[src/rtl/watch_core.sv]
// watch_core: HH:MM:SS timekeeping core with prescaler, switch-driven time
// setting, 12/24-hour display, minute-resolution alarm and registered
// active-low seven-segment outputs.
//
// Parameters
//   CLK_HZ      mclk cycles per second (prescaler counts 0..CLK_HZ-1)
//   ALARM_SECS  seconds the alarm stays asserted once triggered
//   SYNC_STAGES synchroniser depth on each used options bit
// Ports
//   mclk          system clock
//   rst_n         asynchronous active-low reset
//   options[9:0]  slide switches: [0] run, [1] 12h, [3:2] set field
//                 (00 none, 01 sec, 10 min, 11 hr), [4] increment,
//                 [5] alarm edit, [6] alarm enable, [9:7] ignored
//   seg0..seg5    active-low segments (bit0=a .. bit6=g), seg0 = sec units
//   pm            displayed hour >= 12
//   alarm         alarm active

// One seven-segment digit encoder (active-low, gfedcba). Non-decimal codes
// and the blank request both produce an all-off digit.
module seg_digit (
    input  logic [3:0] digit,
    input  logic       blank,
    output logic [6:0] seg
);
    always_comb begin
        seg = 7'h7F;
        if (!blank) begin
            unique case (digit)
                4'd0:    seg = 7'b1000000;
                4'd1:    seg = 7'b1111001;
                4'd2:    seg = 7'b0100100;
                4'd3:    seg = 7'b0110000;
                4'd4:    seg = 7'b0011001;
                4'd5:    seg = 7'b0010010;
                4'd6:    seg = 7'b0000010;
                4'd7:    seg = 7'b1111000;
                4'd8:    seg = 7'b0000000;
                4'd9:    seg = 7'b0010000;
                default: seg = 7'h7F;
            endcase
        end
    end
endmodule

module watch_core #(
    parameter int CLK_HZ      = 50_000_000,
    parameter int ALARM_SECS  = 30,
    parameter int SYNC_STAGES = 2
) (
    input  logic       mclk,
    input  logic       rst_n,
    input  logic [9:0] options,
    output logic [6:0] seg0,
    output logic [6:0] seg1,
    output logic [6:0] seg2,
    output logic [6:0] seg3,
    output logic [6:0] seg4,
    output logic [6:0] seg5,
    output logic       pm,
    output logic       alarm
);
    localparam int NUM_DIGITS = 6;
    localparam int PW = (CLK_HZ > 1) ? $clog2(CLK_HZ) : 1;
    localparam int AW = $clog2(ALARM_SECS + 1);
    localparam logic [PW-1:0] PRESC_MAX = PW'(CLK_HZ - 1);

    typedef struct packed {
        logic       aen;
        logic       aedit;
        logic       inc;
        logic [1:0] field;
        logic       h12;
        logic       run;
    } opts_t;

    // Reserved switches have no function.
    logic unused_rsvd;
    assign unused_rsvd = ^options[9:7];

    // ---------------- switch synchroniser ----------------
    logic [SYNC_STAGES-1:0][6:0] sync_q;
    opts_t s;
    assign s = opts_t'(sync_q[SYNC_STAGES-1]);

    always_ff @(posedge mclk or negedge rst_n) begin
        if (!rst_n) begin
            sync_q <= '0;
        end else begin
            sync_q[0] <= options[6:0];
            for (int i = 1; i < SYNC_STAGES; i++) sync_q[i] <= sync_q[i-1];
        end
    end

    logic inc_q;
    logic inc_edge;
    assign inc_edge = s.inc & ~inc_q;

    always_ff @(posedge mclk or negedge rst_n) begin
        if (!rst_n) inc_q <= 1'b0;
        else        inc_q <= s.inc;
    end

    // ---------------- prescaler ----------------
    logic [PW-1:0] presc;
    logic          counting;
    logic          tick;
    assign counting = s.run && (s.field == 2'b00);
    assign tick     = counting && (presc == PRESC_MAX);

    // Held at 0 whenever not counting, so every setting period (including
    // seconds edits) restarts the second from scratch.
    always_ff @(posedge mclk or negedge rst_n) begin
        if (!rst_n)        presc <= '0;
        else if (!counting) presc <= '0;
        else if (tick)      presc <= '0;
        else                presc <= presc + PW'(1);
    end

    // ---------------- time and alarm registers ----------------
    logic [5:0] tm_sec, tm_min, al_min;
    logic [4:0] tm_hr, al_hr;
    logic [5:0] nx_sec, nx_min;
    logic [4:0] nx_hr;
    logic       sec_wrap, min_wrap;

    function automatic logic [5:0] inc60(input logic [5:0] v);
        return (v == 6'd59) ? 6'd0 : v + 6'd1;
    endfunction

    function automatic logic [4:0] inc24(input logic [4:0] v);
        return (v == 5'd23) ? 5'd0 : v + 5'd1;
    endfunction

    // Full carry chain for a tick; 23:59:59 rolls to 00:00:00 in one step.
    always_comb begin
        sec_wrap = (tm_sec == 6'd59);
        min_wrap = (tm_min == 6'd59);
        nx_sec   = inc60(tm_sec);
        nx_min   = sec_wrap ? inc60(tm_min) : tm_min;
        nx_hr    = (sec_wrap && min_wrap) ? inc24(tm_hr) : tm_hr;
    end

    always_ff @(posedge mclk or negedge rst_n) begin
        if (!rst_n) begin
            tm_sec <= '0;
            tm_min <= '0;
            tm_hr  <= '0;
        end else if (tick) begin
            tm_sec <= nx_sec;
            tm_min <= nx_min;
            tm_hr  <= nx_hr;
        end else if (inc_edge && !s.aedit) begin
            case (s.field)
                2'b01:   tm_sec <= inc60(tm_sec);
                2'b10:   tm_min <= inc60(tm_min);
                2'b11:   tm_hr  <= inc24(tm_hr);
                default: ;
            endcase
        end
    end

    always_ff @(posedge mclk or negedge rst_n) begin
        if (!rst_n) begin
            al_min <= '0;
            al_hr  <= '0;
        end else if (inc_edge && s.aedit) begin
            case (s.field)
                2'b10:   al_min <= inc60(al_min);
                2'b11:   al_hr  <= inc24(al_hr);
                default: ;
            endcase
        end
    end

    // ---------------- alarm ----------------
    logic [AW-1:0] acnt, acnt_d;
    logic          trig;

    // Fires only on the tick that lands on second 0 of the alarm minute.
    assign trig = s.aen && tick && sec_wrap && (nx_min == al_min) && (nx_hr == al_hr);

    always_comb begin
        acnt_d = acnt;
        if (!s.aen)                    acnt_d = '0;
        else if (trig)                 acnt_d = AW'(ALARM_SECS);
        else if (tick && acnt != '0)   acnt_d = acnt - AW'(1);
    end

    // alarm tracks the counter's next value so it changes on the same edge
    // as the counter rather than one cycle behind it.
    always_ff @(posedge mclk or negedge rst_n) begin
        if (!rst_n) begin
            acnt  <= '0;
            alarm <= 1'b0;
        end else begin
            acnt  <= acnt_d;
            alarm <= (acnt_d != '0);
        end
    end

    // ---------------- display ----------------
    logic [4:0] src_hr, disp_hr;
    logic [5:0] src_min;
    logic [NUM_DIGITS-1:0][3:0] dig;
    logic [NUM_DIGITS-1:0]      blank;
    logic [NUM_DIGITS-1:0][6:0] seg_d, seg_q;

    function automatic logic [3:0] tens(input logic [5:0] v);
        return 4'(v / 6'd10);
    endfunction

    function automatic logic [3:0] units(input logic [5:0] v);
        return 4'(v % 6'd10);
    endfunction

    always_comb begin
        src_hr  = s.aedit ? al_hr  : tm_hr;
        src_min = s.aedit ? al_min : tm_min;
        disp_hr = src_hr;
        if (s.h12) begin
            if (src_hr == 5'd0)       disp_hr = 5'd12;
            else if (src_hr > 5'd12)  disp_hr = src_hr - 5'd12;
        end
        dig[0] = units(tm_sec);
        dig[1] = tens(tm_sec);
        dig[2] = units(src_min);
        dig[3] = tens(src_min);
        dig[4] = units({1'b0, disp_hr});
        dig[5] = tens({1'b0, disp_hr});
        // Alarm edit has no seconds field to show.
        blank  = s.aedit ? 6'b000011 : 6'b000000;
    end

    for (genvar g = 0; g < NUM_DIGITS; g++) begin : g_dig
        seg_digit u_dig (
            .digit (dig[g]),
            .blank (blank[g]),
            .seg   (seg_d[g])
        );
    end

    always_ff @(posedge mclk or negedge rst_n) begin
        if (!rst_n) begin
            seg_q <= {NUM_DIGITS{7'b1000000}};
            pm    <= 1'b0;
        end else begin
            seg_q <= seg_d;
            pm    <= (src_hr >= 5'd12);
        end
    end

    assign seg0 = seg_q[0];
    assign seg1 = seg_q[1];
    assign seg2 = seg_q[2];
    assign seg3 = seg_q[3];
    assign seg4 = seg_q[4];
    assign seg5 = seg_q[5];
endmodule

[config.mk]
export PLATFORM = sky130hd
export DESIGN_NAME = watch_core
export DESIGN_NICKNAME = d
export VERILOG_FILES = /design/src/rtl/watch_core.sv
export SDC_FILE = /design/constraint.sdc
export NUM_CORES = 1
export LEC_CHECK = 0
export CORE_UTILIZATION = 50
export CTS_CLUSTER_DIAMETER = 50
export CTS_CLUSTER_SIZE = 25
export DETAILED_ROUTE_END_ITERATION = 6
export PLACE_DENSITY = 0.76
export SLEW_MARGIN = 40
export SYNTH_ARGS = -nofsm -noshare
export SYNTH_HDL_FRONTEND = slang
export SYNTH_HIERARCHICAL = 1
export SYNTH_SLANG_ARGS = --single-unit
[constraint.sdc]
create_clock -name mclk -period 10.2 [get_ports mclk]
set_input_delay 2.04 -clock mclk [delete_from_list [all_inputs] [get_ports mclk]]
set_output_delay 2.04 -clock mclk [all_outputs]
set_load 0.01 [all_outputs]
; Yosys cells after proc, flatten, opt, wreduce, memory -nomap -nowiden
; Memory sizes are Yosys's and may differ from the RTL's. A register that Yosys moved wholly into a read port is not among the register bits.
; Index checks and enable logic that the tools add are counted.
[classes]
add_sub_neg = 8
multipliers = 0
div = 6
n_lt_le_gt_ge = 2
eq_ne = 11
shifts = 0
muxes = 29
bitwise_logic = 2
reduce_logical = 28
[ops]
columns = cell, count
row1 = $mux 6, 11
row2 = $mux 5, 13
row3 = $mux 26, 2
row4 = $add 26x1->26 const B, 1
row5 = $eq 26x26->1 const B, 1
row6 = $add 6x1->6 const B, 3
row7 = $eq 6x6->1 const B, 3
row8 = $mux 7, 2
row9 = $div 6x4->6 const B, 2
row10 = $mod 6x4->6 const B, 2
row11 = $add 5x1->5 const B, 2
row12 = $eq 5x5->1 const B, 2
row13 = $logic_and 1x1->1, 10
row14 = $reduce_and 2->1, 5
row15 = $reduce_bool 5->1, 2
row16 = $reduce_bool 2->1, 4
row17 = $div 5x4->6 const B, 1
row18 = $eq 6x6->1, 1
row19 = $mod 5x4->6 const B, 1
row20 = $eq 5x5->1, 1
row21 = $ge 5x4->1 const B, 1
row22 = $gt 5x4->1 const B, 1
row23 = $logic_not 1->1, 5
row24 = $logic_not 5->1, 1
row25 = 8 further kinds, 9
[totals]
regBits = 90
latch_bits = 0
ram_bits = 0
rom_bits = 672
wordCells = 106
mem_count = 6
[mem_list]
columns = name, depth, width, rd, rd_ports_with_merged_regs, wr, line
row1 = (no name shown), 16, 7, 1, 0, 0, 29  ; unique case (digit)
row2 = (no name shown), 16, 7, 1, 0, 0, 29
row3 = (no name shown), 16, 7, 1, 1, 0, 29
row4 = (no name shown), 16, 7, 1, 1, 0, 29
row5 = (no name shown), 16, 7, 1, 1, 0, 29
row6 = (no name shown), 16, 7, 1, 1, 0, 29

; Longest topological paths before layout
[depth]
word_depth = 10
depth_mapped = 19

; Cells and area by module
; Netlist, hierarchy kept.
[modules_own_cells]
columns = module, n_inst, cells_per_inst, area_each_um2, seq_area_each_um2
row1 = watch_core, 1, 601, 6025.8, 2960.3
row2 = seg_digit (g_dig[1].u_dig ...), 4, 33, 235.2, 0.0
row3 = seg_digit (g_dig[0].u_dig), 1, 35, 252.7, 0.0
row4 = seg_digit (g_dig[2].u_dig), 1, 33, 236.5, 0.0

; Least setup slack after synthesis
; Ideal clock, no wire load.
[synth_path]
path_type = reg-to-reg
startpoint = reg sync_q (netlist bit s[5])
endpoint = reg seg_q (netlist bit seg4[3])
setup_ns = 0.077
arrival_ns = 4.035
t_required_ns = 10.123
setup_slack_ns = 6.087
stages_incl_launch_ff = 17
path_buffers = 1
synth_period_minus_slack_ns = 4.113
path_cell_list = dfrtp_1 -> buf_4 -> mux2_2 -> inv_1 -> ha_1 -> nor2b_1 -> nand4_1 -> a31oi_1 -> ha_1 -> a211oi_1 -> o22ai_1 -> a32oi_2 -> xor2_1 -> inv_1 -> ha_1 -> nor3b_2 -> a21oi_1
[synth_lines]
columns = item, line
row1 = from (decl), 82  ; logic [SYNC_STAGES-1:0][6:0] sync_q;
row2 = to (decl), 207  ; logic [NUM_DIGITS-1:0][6:0] seg_d, seg_q;

==> results.txt <==
final count of pins violating max slew - 0
Sequential Power Share - 34.2%
total core area - 14500 µm²
Root Buffer - clkbuf_16
Post-CTS Hold Fix Bufs - 0
postcts setup bufs - 0
Tmin final - 4.63 ns
leak pwr - 3.77 nW
Post-Synthesis Cells - 801
Worst Skew - 0.00794 ns
Tot GR Track Use - 20.9%
1st-pass router iterations - 5
Post-synth ARST share - 100%
Comb pwr share - 30.1%
normalized max-slew margin - 44.3%
cell with the most instances after synthesis - dfrtp_1
global-route wire length before repair - 25.2 mm
post-route setup TNS - 0 ns
post-layout util - 60.8%
unrepaired setup endpoints after global routing - false
Cell Area, Synth - 7460 µm²
Final HPWL DP - 10.4 mm
via-per-instance ratio - 5.42
largest area contributor in the netlist - dfrtp_1
Power Density - 196 nW/µm²
number of CTS-inserted buffers - 17
Syn Area/Cell - 9.31 µm²
CP max FO - 42
via count - 5886
clock sink total - 118
element type at the critical path end - register
Fillers - 1275
sw frac - 32.8%
initial antenna violation count - 0
status - finished, final reports clean
clk buf depth - 2
Rows - 44
Synth-to-Final Area Change - 18.4%
commonest cells in the netlist - 112 x dfrtp_1, 69 x nand2_1, 65 x nor2_1, 60 x a21oi_1, 56 x o21ai_0
TritonCTS clock tree - yes
Remaining DRCs - 0
Synth warnings - 6
Placed Area - 8210 µm²
Final Instance Area - 8830 µm²
vias in the first global route - 5556
grt total ovfl - 0
post-synth top area share - 37.6%
Most used DFF post-synth - dfrtp_1
EDFF count, synth - 0
switching pwr - 566 µW
sequential share of the synthesized area - 39.7%
I/O pin total - 56
fraction of layout cells with a size suffix above 1 - 10.2%
fmax - 216 MHz
Finish-stage setup viols - 0
WL/cell - 13.6 µm
die area - 15400 µm²
H-tree Lvls - 4
crit path kind - register to register
Tot Pwr - 1.73 mW
Max-Cap Viols - 0
Final Hold Fails - 0
post-synth cell types - 79
post-CTS sizing - 0
WP data required - 10.49 ns
DR iter-0 viols - 352
largest net degree at the start of global routing - 64
I/O Buffers - 52
routability cong. - 0.864
power share of the clock group - 35.7%
Tightest Pin Transition - 0.829 ns
Int Pwr - 1.16 mW
final wirelength - 14.7 mm
worst min-delay path category - register to register
ant diodes - 0
# nets final - 950
Max rail drop VDD - 0.000140 V
die height - 124 µm
Antenna Nets Post-Route - 0
clk slew on worst S/H paths - 0.06 ns
Initial Util - 51.3%
period utilization - 45.4%
die width - 124 µm
CP startpoint kind - register
Yosys reg bits - 118
worst skew pair latency - 0.42 ns
hold slack - 0.343 ns
Synth area leaders - dfrtp_1 38%, ha_1 8.2%, a21oi_1 4.0%
Arr. time, crit path - 4.92 ns
-- power by group through the flow --
stage               registers [mW]  clock network, mW  logic, mW
global placement             0.595                  0      0.503
global route                 0.600              0.651      0.591
finish                       0.590              0.616      0.521
floorplan                    0.595                  0      0.358
detailed placement           0.598                  0      0.518
CTS                          0.590              0.629      0.522
-- stage by stage --
step / setup WS [ns] / instances
3_3_place_gp: 5.67 / 1052
6_report: 5.57 / 1086
5_1_grt: 5.17 / 1086
3_5_place_dp: 5.62 / 1053
2_1_floorplan: 6.09 / 841
4_1_cts: 5.61 / 1085
-- path summary, 6_finish.rpt --
path | depth (start not counted) | endpoint | start | slack (ns)
worst max register to register | 15 | seg4[0]$_DFF_PN0_ | s[5]$_DFF_PN0_ | 5.57
min in group asynchronous | 1 | seg0[1]$_DFF_PN0_ | rst_n | 1.67
max in group asynchronous | 2 | seg5[6]$_DFF_PN1_ | rst_n | 7.54
worst min register to register | 0 | s[6]$_DFF_PN0_ | sync_q[6]$_DFF_PN0_ | 0.34
worst max-delay path | 15 | seg4[0]$_DFF_PN0_ | s[5]$_DFF_PN0_ | 5.57
worst min-delay path | 0 | s[6]$_DFF_PN0_ | sync_q[6]$_DFF_PN0_ | 0.34
-- routing by layer --
metal  up-vias  global-route usage, %  share of wire, %
met1      2801                   26.8                47
met5         -                      0                 0
met4         0                   7.51               1.8
li1       2960                      -                 -
met3        18                   5.63               3.7
met2       107                   33.8                48
-- logic make-up after synthesis --
| family | after synthesis | synth area share (%) |
|---|---|---|
| adders and majority gates | 49 | 8.22 |
| DFF | 118 | 39.7 |
| other | 1 | 0.0503 |
| AOI/OAI and AO/OA | 205 | 17.2 |
| muxes | 26 | 3.71 |
| buffers and inverters | 74 | 4.61 |
| and+or+nand+nor | 283 | 21.2 |
| xor gates and xnor gates | 45 | 5.29 |
-- critical path: stages, from the launching register on --
cell	delay, ns
dfrtp_1	0.31
buf_4	0.41
mux2_2	0.45
ha_1	0.24
or4bb_1	0.23
nand4_1	0.15
a31oi_1	0.46
ha_1	0.37
a211oi_1	0.22
o22ai_1	0.12
a32oi_2	0.35
xor2_1	0.47
inv_1	0.16
ha_1	0.21
o21ai_0	0.22
a21oi_1	0.11
-- sequential cells by signal, summed over array words and instances, names as in the netlist, 6 cells and up --
register  flops
tm_sec        6
seg2          7
al_min        6
seg4          7
seg1          7
seg3          7
sync_q        7
seg5          7
presc        26
tm_min        6
seg0          7
s             7
-- cell type report --
type | instances | area (µm²) | area share (%)
Timing Repair Buffer | 56 | 547 | 6.19
Tap cell | 184 | 230 | 2.61
Clock buffer | 18 | 439 | 4.97
Clock inverter | 14 | 174 | 1.97
Sequential cell | 118 | 2960 | 33.5
Inverter | 47 | 176 | 2.00
Multi-Input combinational cell | 649 | 4300 | 48.7
-- placed cells by master, fill, tap and decap left out, drive strengths merged, types with 21 or more instances in the layout --
master and count:
nand2 69, a21oi 63, o21ai 64, xnor2 22
ha 49, nand2b 27, clkdlybuf4s50 51, nor2 65
dfrtp 112, nand3 21, conb 41, inv 50
xor2 23
(Power assumes the default switching activity.)
